File: config.mk
export PLATFORM = sky130hd
export DESIGN_NAME = fir_tap_sequencer
export DESIGN_NICKNAME = d
export VERILOG_FILES = /design/src/rtl/fir_tap_sequencer.sv
export SDC_FILE = /design/constraint.sdc
export NUM_CORES = 1
export LEC_CHECK = 0
export ABC_AREA = 1
export CAP_MARGIN = 20
export CELL_PAD_IN_SITES_DETAIL_PLACEMENT = 1
export CELL_PAD_IN_SITES_GLOBAL_PLACEMENT = 1
export CORE_MARGIN = 4
export CORE_UTILIZATION = 41
export CTS_BUF_LIST = sky130_fd_sc_hd__clkbuf_2
export CTS_CLUSTER_DIAMETER = 120
export CTS_CLUSTER_SIZE = 12
export DETAILED_ROUTE_END_ITERATION = 16
export PLACE_DENSITY_LB_ADDON = 0.1
export SLEW_MARGIN = 10
export SYNTH_ARGS = -nofsm -noshare
export SYNTH_HDL_FRONTEND = slang
export SYNTH_SLANG_ARGS = --single-unit
File: constraint.sdc
create_clock -name clk -period 4.68 [get_ports clk]
set_input_delay 0.702 -clock clk [delete_from_list [all_inputs] [get_ports clk]]
set_output_delay 0.702 -clock clk [all_outputs]
set_load 0.005 [all_outputs]
File: src/rtl/fir_tap_sequencer.sv
// Time-multiplexed FIR controller: one shared MAC, one tap per cycle.
// Ports: clk/rst_n; in_* sample handshake; cfg_* coefficient writes;
// flush clears history; y_out/out_valid/out_ready result handshake;
// busy flags a computation in flight.
module fir_tap_sequencer #(
  parameter int SIZE      = 8,
  parameter int NUM_COEFF = 4,
  parameter int SHIFT     = 0
) (
  input  logic                         clk,
  input  logic                         rst_n,
  input  logic [SIZE-1:0]              in_data,
  input  logic                         in_valid,
  output logic                         in_ready,
  input  logic                         cfg_we,
  input  logic [$clog2(NUM_COEFF)-1:0] cfg_sel,
  input  logic [SIZE-1:0]              cfg_data,
  output logic                         cfg_ready,
  input  logic                         flush,
  output logic [SIZE-1:0]              y_out,
  output logic                         out_valid,
  input  logic                         out_ready,
  output logic                         busy
);

  localparam int SW = $clog2(NUM_COEFF);
  localparam int AW = 2*SIZE + SW;

  typedef enum logic [1:0] {
    IDLE,
    MAC,
    OUT
  } state_t;

  state_t state_q, state_d;

  logic [SIZE-1:0] hist_q  [NUM_COEFF];
  logic [SIZE-1:0] hist_d  [NUM_COEFF];
  logic [SIZE-1:0] coeff_q [NUM_COEFF];
  logic [SIZE-1:0] coeff_d [NUM_COEFF];

  logic [AW-1:0]     acc_q, acc_d;
  logic [SW-1:0]     tap_q, tap_d;
  logic [SIZE-1:0]   y_q, y_d;
  logic              ov_q, ov_d;

  logic [2*SIZE-1:0] prod;
  logic [AW-1:0]     acc_sum;
  logic [AW-1:0]     res;
  logic [SIZE-1:0]   sat;
  logic              accept;
  logic              cfg_take;

  localparam logic [AW-1:0] MAXV =
    {{(AW-SIZE){1'b0}}, {SIZE{1'b1}}};

  // Handshake outputs are forced low while reset is held.
  assign in_ready  = rst_n & (state_q == IDLE) & ~flush;
  assign cfg_ready = rst_n & (state_q == IDLE);
  assign busy      = rst_n & (state_q != IDLE);
  assign y_out     = y_q;
  assign out_valid = ov_q;

  assign accept   = in_valid & in_ready;
  assign cfg_take = cfg_we & cfg_ready;

  // Accumulator is wide enough that the full sum never wraps.
  always_comb begin
    prod    = coeff_q[tap_q] * hist_q[tap_q];
    acc_sum = acc_q + {{SW{1'b0}}, prod};
    res     = acc_sum >> SHIFT;
    if (res > MAXV) sat = {SIZE{1'b1}};
    else            sat = res[SIZE-1:0];
  end

  always_comb begin
    state_d = state_q;
    hist_d  = hist_q;
    coeff_d = coeff_q;
    acc_d   = acc_q;
    tap_d   = tap_q;
    y_d     = y_q;
    ov_d    = ov_q;

    if (cfg_take && (32'(cfg_sel) < NUM_COEFF))
      coeff_d[cfg_sel] = cfg_data;

    unique case (state_q)
      IDLE: begin
        if (flush) begin
          for (int k = 0; k < NUM_COEFF; k++)
            hist_d[k] = '0;
        end else if (accept) begin
          for (int k = NUM_COEFF-1; k > 0; k--)
            hist_d[k] = hist_q[k-1];
          hist_d[0] = in_data;
          acc_d     = '0;
          tap_d     = '0;
          state_d   = MAC;
        end
      end
      MAC: begin
        acc_d = acc_sum;
        if (tap_q == SW'(NUM_COEFF-1)) begin
          tap_d   = '0;
          y_d     = sat;
          ov_d    = 1'b1;
          state_d = OUT;
        end else begin
          tap_d = tap_q + SW'(1);
        end
      end
      OUT: begin
        if (out_ready) begin
          ov_d    = 1'b0;
          state_d = IDLE;
        end
      end
      default: state_d = IDLE;
    endcase
  end

  always_ff @(posedge clk) begin
    if (!rst_n) begin
      state_q <= IDLE;
      acc_q   <= '0;
      tap_q   <= '0;
      y_q     <= '0;
      ov_q    <= 1'b0;
      for (int k = 0; k < NUM_COEFF; k++) begin
        hist_q[k]  <= '0;
        coeff_q[k] <= '0;
      end
    end else begin
      state_q <= state_d;
      acc_q   <= acc_d;
      tap_q   <= tap_d;
      y_q     <= y_d;
      ov_q    <= ov_d;
      for (int k = 0; k < NUM_COEFF; k++) begin
        hist_q[k]  <= hist_d[k];
        coeff_q[k] <= coeff_d[k];
      end
    end
  end

endmodule

==> impl_results.md <==
* Reg2reg start: tap_q[0]$_SDFFE_PN0P_
* Type of the worst min-delay path: reg2reg
* Syn_nets at 1092
* GRT Total Usage at 25.1%
* Tot Pwr at 0.00155 W
* Fin cells at 1338
* Worst Path Arrival at 5.78 ns
* Clock slew at reported path FFs at 0.27 ns
* Max Clock Freq at 0.191 GHz
* Power density cells at 162 nW/um2
* Ports at 36
* GR met1 Demand/Resource at 32.0%
* M3 GR Usage at 3.58%
* Final ANT Viol Nets at 0
* Layout overhead on the synthesized area at 39.0%
* Die height at 137 um
* P_leak at 4.21 nW
* Yosys reg bits at 95
* Fin crit share at 112%
* Startpoint types: flip-flop
* Via Count at 6963
* Psw at 0.000487 W
* Avg Inst Size Synth at 7.03 um2
* Routability cong. at 0.815
* YS warnings at 0
* Iteration-0 DRC Markers at 285
* Setup Viol. Count Final at 19
* Worst EP required at 5.23 ns
* Clk sinks at 95
* CP Class: reg2reg
* Residual DRC count at 0
* Port bufs at 35
* FF-to-FF End: y_out[0]$_SDFFE_PN0P_
* Std cell rows at 47
* Rel. slew slack at 42.5%
* Syn Std Cell Area at 6870 um2
* Num CTS Buffers at 9
* Worst slew pin tran at 0.861 ns
* Placed cell count at 1290
* Placement Setup Slack at -0.716 ns
* Gr busiest metal: met2
* Crit path launch: tap_q[0]$_SDFFE_PN0P_
* R2R depth at 27
* Internal at 0.00106 W
* CP Max Fanout at 12
* Per-cell routed wire length at 18.3 um
* Failing checks: setup timing
* Worst VDD drop at 0.173 mV
* Drt pass-1 iters at 5
* Unrepaired setup endpoints after global routing: true
* Setup ws final at -0.555 ns
* Synth Flop Type: dfxtp_1
* Crit. End Element: flip-flop
* EDFF count, synth at 0
* Initial antenna violation count at 1
* Initial core utilization at 41.6%
* Post-DP HPWL at 16.3 mm
* Logic pwr share at 17.8%
* Synth unique cells at 30
* Worst skew pair latency at 0.63 ns
* CTS tree: done
* Maxcap violations at 0
* CTS root buf: clkbuf_2
* Final Critical Period at 5.24 ns
* CTS H-tree lvls at 3
* Via-per-instance ratio at 5.20
* Sequential-to-total area share from yosys stat at 27.7%
* Final Max Tran Viols at 0
* Global route overflow at 0
* Number of global-route vias before repair at 7381
* Placed inst area at 8290 um2
* Drt total wl at 24.5 mm
* Worst Setup EP: y_out[0]$_SDFFE_PN0P_
* Met2 Track Usage GR at 44.1%
* Die width at 137 um
* Die ar. at 18900 um2
* Core Footprint at 16500 um2
* Largest net degree at the start of global routing at 57
* Share of cells above drive strength 1 at 31.2%
* Synth async-reset ratio at 0%
* Clk_skew at 0.0405 ns
* Max Root-Sink Buffers at 2
* Status: complete, but fails checks
* Seq pwr share at 53.9%
* Fin nets at 1228
* Switch share at 31.4%
* Setup slack, reg-to-reg at -0.56 ns
* Final Hold Vio Count at 0
* First-pass GRT wire length at 37.3 mm
* Design Area, Final at 9550 um2
* Hold_buf cts at 0
* Clk pwr share at 28.3%
* Setup TNS at -6.49 ns
* Synthesized netlist cell count at 977
repair_timing:
item | CTS | global route
setup endpoints to repair | 19 | 19
resized for setup | 151 | 80
buffers inserted | 21 | 8
pin swaps | 87 | 61
gates cloned | 3 | 0
placed cells by master, fill, tap and decap left out, types with 13 or more instances in the layout:
cell,instances
inv_2,34
nor2_1,118
clkdlybuf4s50_1,35
dfxtp_1,93
a21oi_1,54
a21oi_2,23
buf_4,100
inv_1,149
nand3_1,58
buf_6,13
nand2_1,129
fa_1,43
ha_1,30
o21ai_0,40
nand2_2,48
nor2_2,15
registers in the layout, summed over array words and instances (netlist names):
name,count
out_valid,1
tap_q,2
state_q,2
y_out,8
coeff_q,32
hist_q,32
acc_q,18
worst max-delay path: stages, from the launching register on:
cell and delay [ns]:
dfxtp_4 0.46, buf_12 0.11, buf_16 0.12, nand2_1 0.06
a32oi_2 0.24, buf_4 0.19, buf_4 0.11, nand2_1 0.07
fa_1 0.53, fa_1 0.49, inv_1 0.06, fa_1 0.53
inv_1 0.08, fa_1 0.50, inv_2 0.05, ha_4 0.29
nand2_2 0.08, buf_6 0.12, nor2_4 0.07, nand2_2 0.08
nand2_2 0.09, nand2_2 0.06, nand2_2 0.08, xor2_2 0.22
nand2_1 0.13, nor2_4 0.12, buf_12 0.15, a21oi_2 0.06
synthesized netlist by cell type (7+ instances only):
cell type / number / area share, %
a21oi_1: 79 / 5.8
a32oi_1: 16 / 2.0
buf_2: 11 / 0.80
clkbuf_1: 23 / 1.3
dfxtp_1: 95 / 28
fa_1: 50 / 15
ha_1: 41 / 7.5
inv_1: 186 / 10
nand2_1: 186 / 10
nand3_1: 70 / 5.1
nor2_1: 140 / 7.7
o21ai_0: 40 / 2.9
o22ai_1: 7 / 0.64
area by class of cell:
class,instances,area (um2)
flip-flops and latches,95,1910
repair inverters,1,11.3
clock inverters,6,70.1
diodes,1,2.50
well taps,220,275
inverters,189,739
fillers,2042,6980
clock buffers,9,45.0
multi-input cells,658,5020
repair buffers,159,1480
routing by layer:
| metal | part of all wire (%) | wire (um) |
|---|---|---|
| met5 | 0 | 0 |
| met4 | 2.7 | 661 |
| met3 | 3.2 | 781 |
| met2 | 50 | 12400 |
| met1 | 44 | 10700 |
metrics by stage:
step	util [%]	hold WS (ns)
after floorplan	-	0.440
after global placement	50.2	0.450
after detailed placement	50.2	0.454
after CTS	55.6	0.483
after global routing	57.8	0.510
final	57.8	0.483
how the worst min path moves through the flow:
| stage | start | end | slack, ns | depth (start not counted) |
|---|---|---|---|---|
| floorplan | acc_q[6]$_SDFFE_PN0P_ | acc_q[6]$_SDFFE_PN0P_ | 0.44 | 2 |
| global placement | acc_q[3]$_SDFFE_PN0P_ | acc_q[3]$_SDFFE_PN0P_ | 0.45 | 2 |
| detailed placement | acc_q[5]$_SDFFE_PN0P_ | acc_q[5]$_SDFFE_PN0P_ | 0.45 | 2 |
| CTS | acc_q[5]$_SDFFE_PN0P_ | acc_q[5]$_SDFFE_PN0P_ | 0.48 | 2 |
| global route | acc_q[14]$_SDFFE_PN0P_ | acc_q[14]$_SDFFE_PN0P_ | 0.51 | 2 |
| finish | acc_q[14]$_SDFFE_PN0P_ | acc_q[14]$_SDFFE_PN0P_ | 0.48 | 2 |
logic make-up (layout without fill, tap and decap cells):
logic type / after synthesis / count (layout) / share of synthesized area, %
xor+xnor: 5 / 5 / 0.638
other cells: 0 / 1 / 0
fa+ha+maj: 91 / 91 / 22.0
flops: 95 / 95 / 27.7
simple gates: 418 / 418 / 25.6
buf+inv: 224 / 364 / 12.4
compound gates: 144 / 144 / 11.6
power by group through the flow:
stage	clock [W]	sequential, W	combinational [W]
2_1_floorplan	0	0.000844	0.000120
3_3_place_gp	0	0.000848	0.000210
3_5_place_dp	0	0.000848	0.000213
4_1_cts	0.000449	0.000835	0.000259
5_1_grt	0.000482	0.000838	0.000296
6_report	0.000438	0.000836	0.000276
Note: power is estimated with default switching activity, not from simulation.
